### src/rtl/gshare_predictor_pipelined.sv
// rtl/gshare_predictor_pipelined.sv - gshare direction predictor with init sweep and history repair
module gshare_predictor_pipelined #(
  parameter int IDX_BITS  = 10,
  parameter int HIST_BITS = 10,
  parameter int CTR_BITS  = 2,
  parameter int CTR_INIT  = 1
) (
  input  logic                 clk,
  input  logic                 rst,
  output logic                 ready,
  input  logic                 req_valid,
  input  logic [31:0]          req_pc,
  output logic                 pred_taken,
  output logic [IDX_BITS-1:0]  pred_idx,
  output logic [HIST_BITS-1:0] pred_ghr,
  input  logic                 upd_valid,
  input  logic [IDX_BITS-1:0]  upd_idx,
  input  logic [HIST_BITS-1:0] upd_ghr,
  input  logic                 upd_taken,
  input  logic                 upd_mispredict,
  output logic [HIST_BITS-1:0] spec_ghr
);

  localparam int ENTRIES = 1 << IDX_BITS;
  localparam logic [CTR_BITS-1:0] CTR_MAX = {CTR_BITS{1'b1}};

  typedef enum logic {S_INIT, S_RUN} state_t;

  state_t               state_q, state_d;
  logic [IDX_BITS-1:0]  sweep_q, sweep_d;
  logic [HIST_BITS-1:0] ghr_q, ghr_d;
  logic [CTR_BITS-1:0]  table_q [ENTRIES];

  logic                 sweep_we;
  logic                 tbl_we;
  logic [IDX_BITS-1:0]  wr_idx;
  logic [CTR_BITS-1:0]  wr_data;
  logic [CTR_BITS-1:0]  upd_ctr;
  logic [CTR_BITS-1:0]  upd_next;
  logic                 unused_bits;

  assign unused_bits = ^{req_pc, upd_ghr};

  always_ff @(posedge clk) begin
    if (rst) state_q <= S_INIT;
    else     state_q <= state_d;
  end

  always_comb begin
    state_d = state_q;
    if (state_q == S_INIT && sweep_q == {IDX_BITS{1'b1}}) state_d = S_RUN;
  end

  always_comb begin
    ready    = 1'b0;
    sweep_we = 1'b0;
    case (state_q)
      S_INIT:  sweep_we = 1'b1;
      S_RUN:   ready    = 1'b1;
      default: ready    = 1'b0;
    endcase
  end

  assign sweep_d = sweep_we ? sweep_q + IDX_BITS'(1) : sweep_q;

  always_ff @(posedge clk) begin
    if (rst) sweep_q <= '0;
    else     sweep_q <= sweep_d;
  end

  // Two combinational read ports: prediction and the update's read-modify-write.
  assign pred_idx   = req_pc[IDX_BITS+1:2] ^ IDX_BITS'(ghr_q);
  assign pred_taken = ready & req_valid & table_q[pred_idx][CTR_BITS-1];
  assign pred_ghr   = ghr_q;
  assign spec_ghr   = ghr_q;

  assign upd_ctr = table_q[upd_idx];

  always_comb begin
    upd_next = upd_ctr;
    if (upd_taken) begin
      if (upd_ctr != CTR_MAX) upd_next = upd_ctr + CTR_BITS'(1);
    end else begin
      if (upd_ctr != '0) upd_next = upd_ctr - CTR_BITS'(1);
    end
  end

  // Sweep owns the write port in INIT, training owns it in RUN.
  assign tbl_we  = !rst && (sweep_we || (ready && upd_valid));
  assign wr_idx  = sweep_we ? sweep_q : upd_idx;
  assign wr_data = sweep_we ? CTR_BITS'(CTR_INIT) : upd_next;

  always_ff @(posedge clk) begin
    if (tbl_we) table_q[wr_idx] <= wr_data;
  end

  // Repair wins over the wrong-path request's shift.
  always_comb begin
    ghr_d = ghr_q;
    if (ready) begin
      if (upd_valid && upd_mispredict) ghr_d = HIST_BITS'({upd_ghr, upd_taken});
      else if (req_valid)              ghr_d = HIST_BITS'({ghr_q, pred_taken});
    end
  end

  always_ff @(posedge clk) begin
    if (rst) ghr_q <= '0;
    else     ghr_q <= ghr_d;
  end

endmodule

### config.mk
export PLATFORM = sky130hd
export DESIGN_NAME = gshare_predictor_pipelined
export DESIGN_NICKNAME = d
export VERILOG_FILES = /design/src/rtl/gshare_predictor_pipelined.sv
export SDC_FILE = /design/constraint.sdc
export NUM_CORES = 2
export LEC_CHECK = 0
export CAP_MARGIN = 20
export CORE_MARGIN = 5
export CORE_UTILIZATION = 54
export DETAILED_ROUTE_END_ITERATION = 10
export PLACE_DENSITY = 0.71
export RECOVER_POWER = 50
export SLEW_MARGIN = 15
export SYNTH_ARGS = -nofsm -noshare
export SYNTH_HDL_FRONTEND = slang
export SYNTH_SLANG_ARGS = --single-unit
### constraint.sdc
create_clock -name clk -period 62.8 [get_ports clk]
set_input_delay 9.42 -clock clk [delete_from_list [all_inputs] [get_ports clk]]
set_output_delay 9.42 -clock clk [all_outputs]
set_load 0.005 [all_outputs]
==> metrics list <==
- Count of distinct cell types in the synthesized netlist: 84
* Number of nets in the synthesized netlist: 5495
* Part of the power in combinational logic: 0.058
* Failing checks: max-capacitance violations, max-slew violations
- Between clock sinks in the finished design, the worst skew comes to 0.0495 ns.
- The most used flip-flop cell after synthesis is edfxtp_1.
* Post-synthesis mux area share: 0.204
- For this run the aggregate overflow at the end of global routing stands at 0.
* Row count: 152
- Of the total power, the share spent switching nets is 0.221.
- # port buffers: 66
* Number of setup violations in the final report: 0
* RD Place Congestion: 0.954
* Largest net degree at the start of global routing: 283
- During synthesis, Yosys emitted a total of 0 warnings.
* Highest-delay cell along the critical path: o2111ai_1
- After detailed routing, the total wire length is 284000 um.
- The number of hold violations in the final report is 0.
* Fill cell total of the finished layout: 12.5k
- Number of hold buffers added after CTS: 0
- After floorplanning, the core was sized to cover 171000 um^2.
- Reported net switching power: 0.633 mW
- Global-route wire length before repair: 401000 um
- Post-cts repair resize count: 0
* Post-Synthesis Mean Instance Area: 17.1 um^2
* Place WS: 37.82 ns
* Leakage: 32.8 nW
* Stage delay of the slowest cell on the critical path: 0.70 ns
- Data on the critical path is required at its endpoint by 53.38 ns.
- Vias in the first global route: 54.9k
* Post-route setup TNS: 0 ns
- For the worst-skew pair, the clock arrives at the later sink with an insertion delay of 0.89 ns.
* Via Count: 55.9k
- After synthesis, the largest family of logic cells by area is multiplexers.
* Adder-cell share of the synthesized area: 0.000256
- Least-Margin Pin Slew: 4.53 ns
* Compound-cell area share of the yosys netlist: 0.0330
- Dpl hpwl: 167000 um
* Overall Power: 2.86 mW
- Of the available clock period, the critical path in the final layout requires 0.400.
- The mapped netlist covers 92800 um^2.
- Share of flip-flops with an asynchronous set or reset after synthesis: 0
- Number of optimization iterations in the first detailed-route pass: 6
- Power density over the cells: 28.1 nW/um^2
- The share of the Yosys chip area taken by registers is 0.667.
* Simple-Gate Fraction of Synth Area: 0.0657
- The number of placed instances, taps included, is 7486.
- Post-Synth XOR/XNOR Area: 0.00167
* Worst rel slew slack: -2.02
- The initial utilization of the core area, before any placement, comes to 0.542.
- Routed len/inst: 36.1 um
- The signal on the critical path passes through clkdlybuf4s50_1 -> xnor2_4 -> buf_4 -> clkinv_2 -> nor2_2 -> buf_4 -> a22oi_1 -> a21oi_1 -> nor3_1 -> a211oi_1 -> o2111ai_1 -> and3_1 -> a31oi_1 -> clkdlybuf4s50_1.
* Die area: 180000 um^2
- The clock passes through at most 3 buffers.
- After detailed routing, the number of remaining DRC violations is 0.
- Relative to the synthesized area, the layout overhead comes to 9.80%.
* Post-layout instance count excluding filler cells: 7870
- Once detail routing completed, the nets flagged for antenna violations numbered 0.
- RSZ-0062 raised after global routing: no
- FMAX: 0.0398 GHz
* Most frequent standard cell in the layout excluding fill and tap cells: edfxtp_1
- Clock tree synthesis inserted a total of 198 buffers.
- The total count of max-transition violations in the final report was 1207.
- Clock network fraction of design power: 0.420
* Worst-path clk slew: 0.06 ns
* Global-route usage over all layers: 0.315
* Clock sink count: 2069
* Internal power: 2.23 mW
- Number of violations reported at the end of detailed-routing iteration 0: 9024
* Clock tree root buffer cell: clkbuf_16
- In this run the worst path has a maximum fanout of 22.
* Commonest cells after routing, fill and taps aside: edfxtp_1 (2048), nor2_1 (1115), mux4_2 (775)
* Postcts setup bufs: 0
- At the worst endpoint, the arrival time is 15.70 ns.
* Start-to-end type of the worst setup path: in -> out
- 90 I/O pins were placed.
- Nets@finish: 5445
- Cells after synthesis: 5436
- In this run the vertical extent of the chip is 425 um.
- Max-Cap Viols: 65
* Largest vdd supply drop: 0.0323 mV
- Seq pwr share: 0.523
- After synthesis the netlist holds a flip-flop and latch count of 2069.
- Kind of end point of the critical path: primary output
- Clock tree from TritonCTS: done
- The worst hold path belongs to the class reg -> reg.
* Element type at the critical path start: input port
- Horizontal die dimension: 425 um
- Share of cells above drive strength 1: 0.224
* Crit path time final: 25.12 ns
* Vias per cell: 7.10
* Number of synthesized flops with an enable pin: 2048
- The initial antenna violation count was 17.
- Least setup slack across all paths after layout: 37.68 ns
* Run status: finished with violations
- CTS built an H-tree with a depth of 4.
[cells in the mapped netlist, types with 5 or more instances]
cell / count / share of area
clkbuf_1: 295 / 0.012
buf_4: 51 / 0.0041
a221oi_1: 36 / 0.0034
o221ai_1: 21 / 0.0020
nand2_1: 257 / 0.010
o211ai_1: 13 / 0.0011
mux4_2: 775 / 0.19
and2_1: 6 / 0.00040
nor2b_1: 10 / 0.00067
or3_1: 7 / 0.00047
o22ai_1: 19 / 0.0013
buf_2: 74 / 0.0040
buf_12: 7 / 0.0015
nand2b_1: 7 / 0.00047
mux4_1: 16 / 0.0045
mux2i_1: 96 / 0.010
a22oi_1: 88 / 0.0071
buf_6: 27 / 0.0033
a31oi_1: 18 / 0.0012
edfxtp_1: 2048 / 0.66
nor2_1: 1125 / 0.046
inv_1: 14 / 0.00057
a311oi_1: 15 / 0.0014
buf_1: 15 / 0.00061
nand3_1: 60 / 0.0032
dfxtp_1: 21 / 0.0045
a32oi_1: 12 / 0.0011
buf_8: 5 / 0.00081
o21ai_0: 35 / 0.0019
o2111ai_1: 7 / 0.00066
nor4_1: 8 / 0.00054
a211oi_1: 13 / 0.0011
nand4_1: 13 / 0.00088
a22o_1: 26 / 0.0025
mux2_2: 12 / 0.0015
xnor2_1: 11 / 0.0010
a2111oi_0: 9 / 0.00085
a32o_1: 7 / 0.00076
a21oi_1: 58 / 0.0031
nor3_1: 24 / 0.0013
[per-layer routing]
metal  vias up  global-route usage  part of all wire
li1      21741                   -                 -
met5         -                   0           0.00018
met4         8               0.199             0.074
met2      4458               0.470              0.46
met1     28784               0.414              0.33
met3       894              0.0854              0.13
[worst max-delay path: cells and delay by family]
| kind | cells | cell delay (ns) |
|---|---|---|
| buffers and inverters | 5 | 2.69 |
| AO/OA/AOI/OAI | 5 | 2.21 |
| XOR/XNOR | 1 | 0.55 |
| AND/OR/NAND/NOR | 3 | 0.80 |
[kinds of logic (layout without fill, tap and decap cells)]
logic type | Yosys count | after routing
other cells | 0 | 11
xor+xnor | 16 | 16
buf+inv | 498 | 611
mux | 899 | 899
flops | 2069 | 2069
simple gates | 1538 | 1538
fa+ha+maj | 2 | 2
compound gates | 414 | 414
[state kept, by name, indices dropped and copies added, names as in the netlist]
name      cells
table_q    2048
pred_ghr     10
sweep_q      10
state_q       1
[layout make-up]
class / instances / area, um^2 / area share
Multi-Input combinational cell: 2869 / 28500 / 0.280
Antenna cell: 11 / 27.5 / 0.000270
Clock buffer: 249 / 5180 / 0.0508
Inverter: 20 / 108 / 0.00106
Sequential cell: 2069 / 61900 / 0.608
Tap cell: 2310 / 2890 / 0.0284
Timing Repair Buffer: 228 / 1990 / 0.0196
Clock inverter: 114 / 1280 / 0.0125
[metrics by stage]
stage | util | area (um^2) | hold WS [ns]
finish | 0.595 | 102000 | 0.544
global route | 0.595 | 102000 | 0.573
CTS | 0.595 | 102000 | 0.536
detailed placement | 0.557 | 95500 | 0.529
global placement | 0.557 | 95400 | 0.527
floorplan | - | 92800 | 0.495
[worst paths after layout]
| check | cells after the start | end | slack (ns) | start |
|---|---|---|---|---|
| worst max-delay path | 14 | pred_taken | 37.68 | req_pc[4] |
| worst min-delay path | 2 | sweep_q[5] | 0.54 | sweep_q[5] |
| worst max register to register | 12 | table_q[193][0] | 55.85 | table_q[599][0] |
| worst min register to register | 2 | sweep_q[5] | 0.54 | sweep_q[5] |
[power groups by stage]
| stage | clock network, mW | logic, mW | registers [mW] |
|---|---|---|---|
| after floorplan | 0 | 0.103 | 1.52 |
| after detailed placement | 0 | 0.161 | 1.52 |
| after global routing | 1.27 | 0.168 | 1.49 |
| after CTS | 1.20 | 0.162 | 1.49 |
| final | 1.20 | 0.165 | 1.49 |
| after global placement | 0 | 0.161 | 1.52 |
No activity file was read; power rests on OpenSTA's default activity.
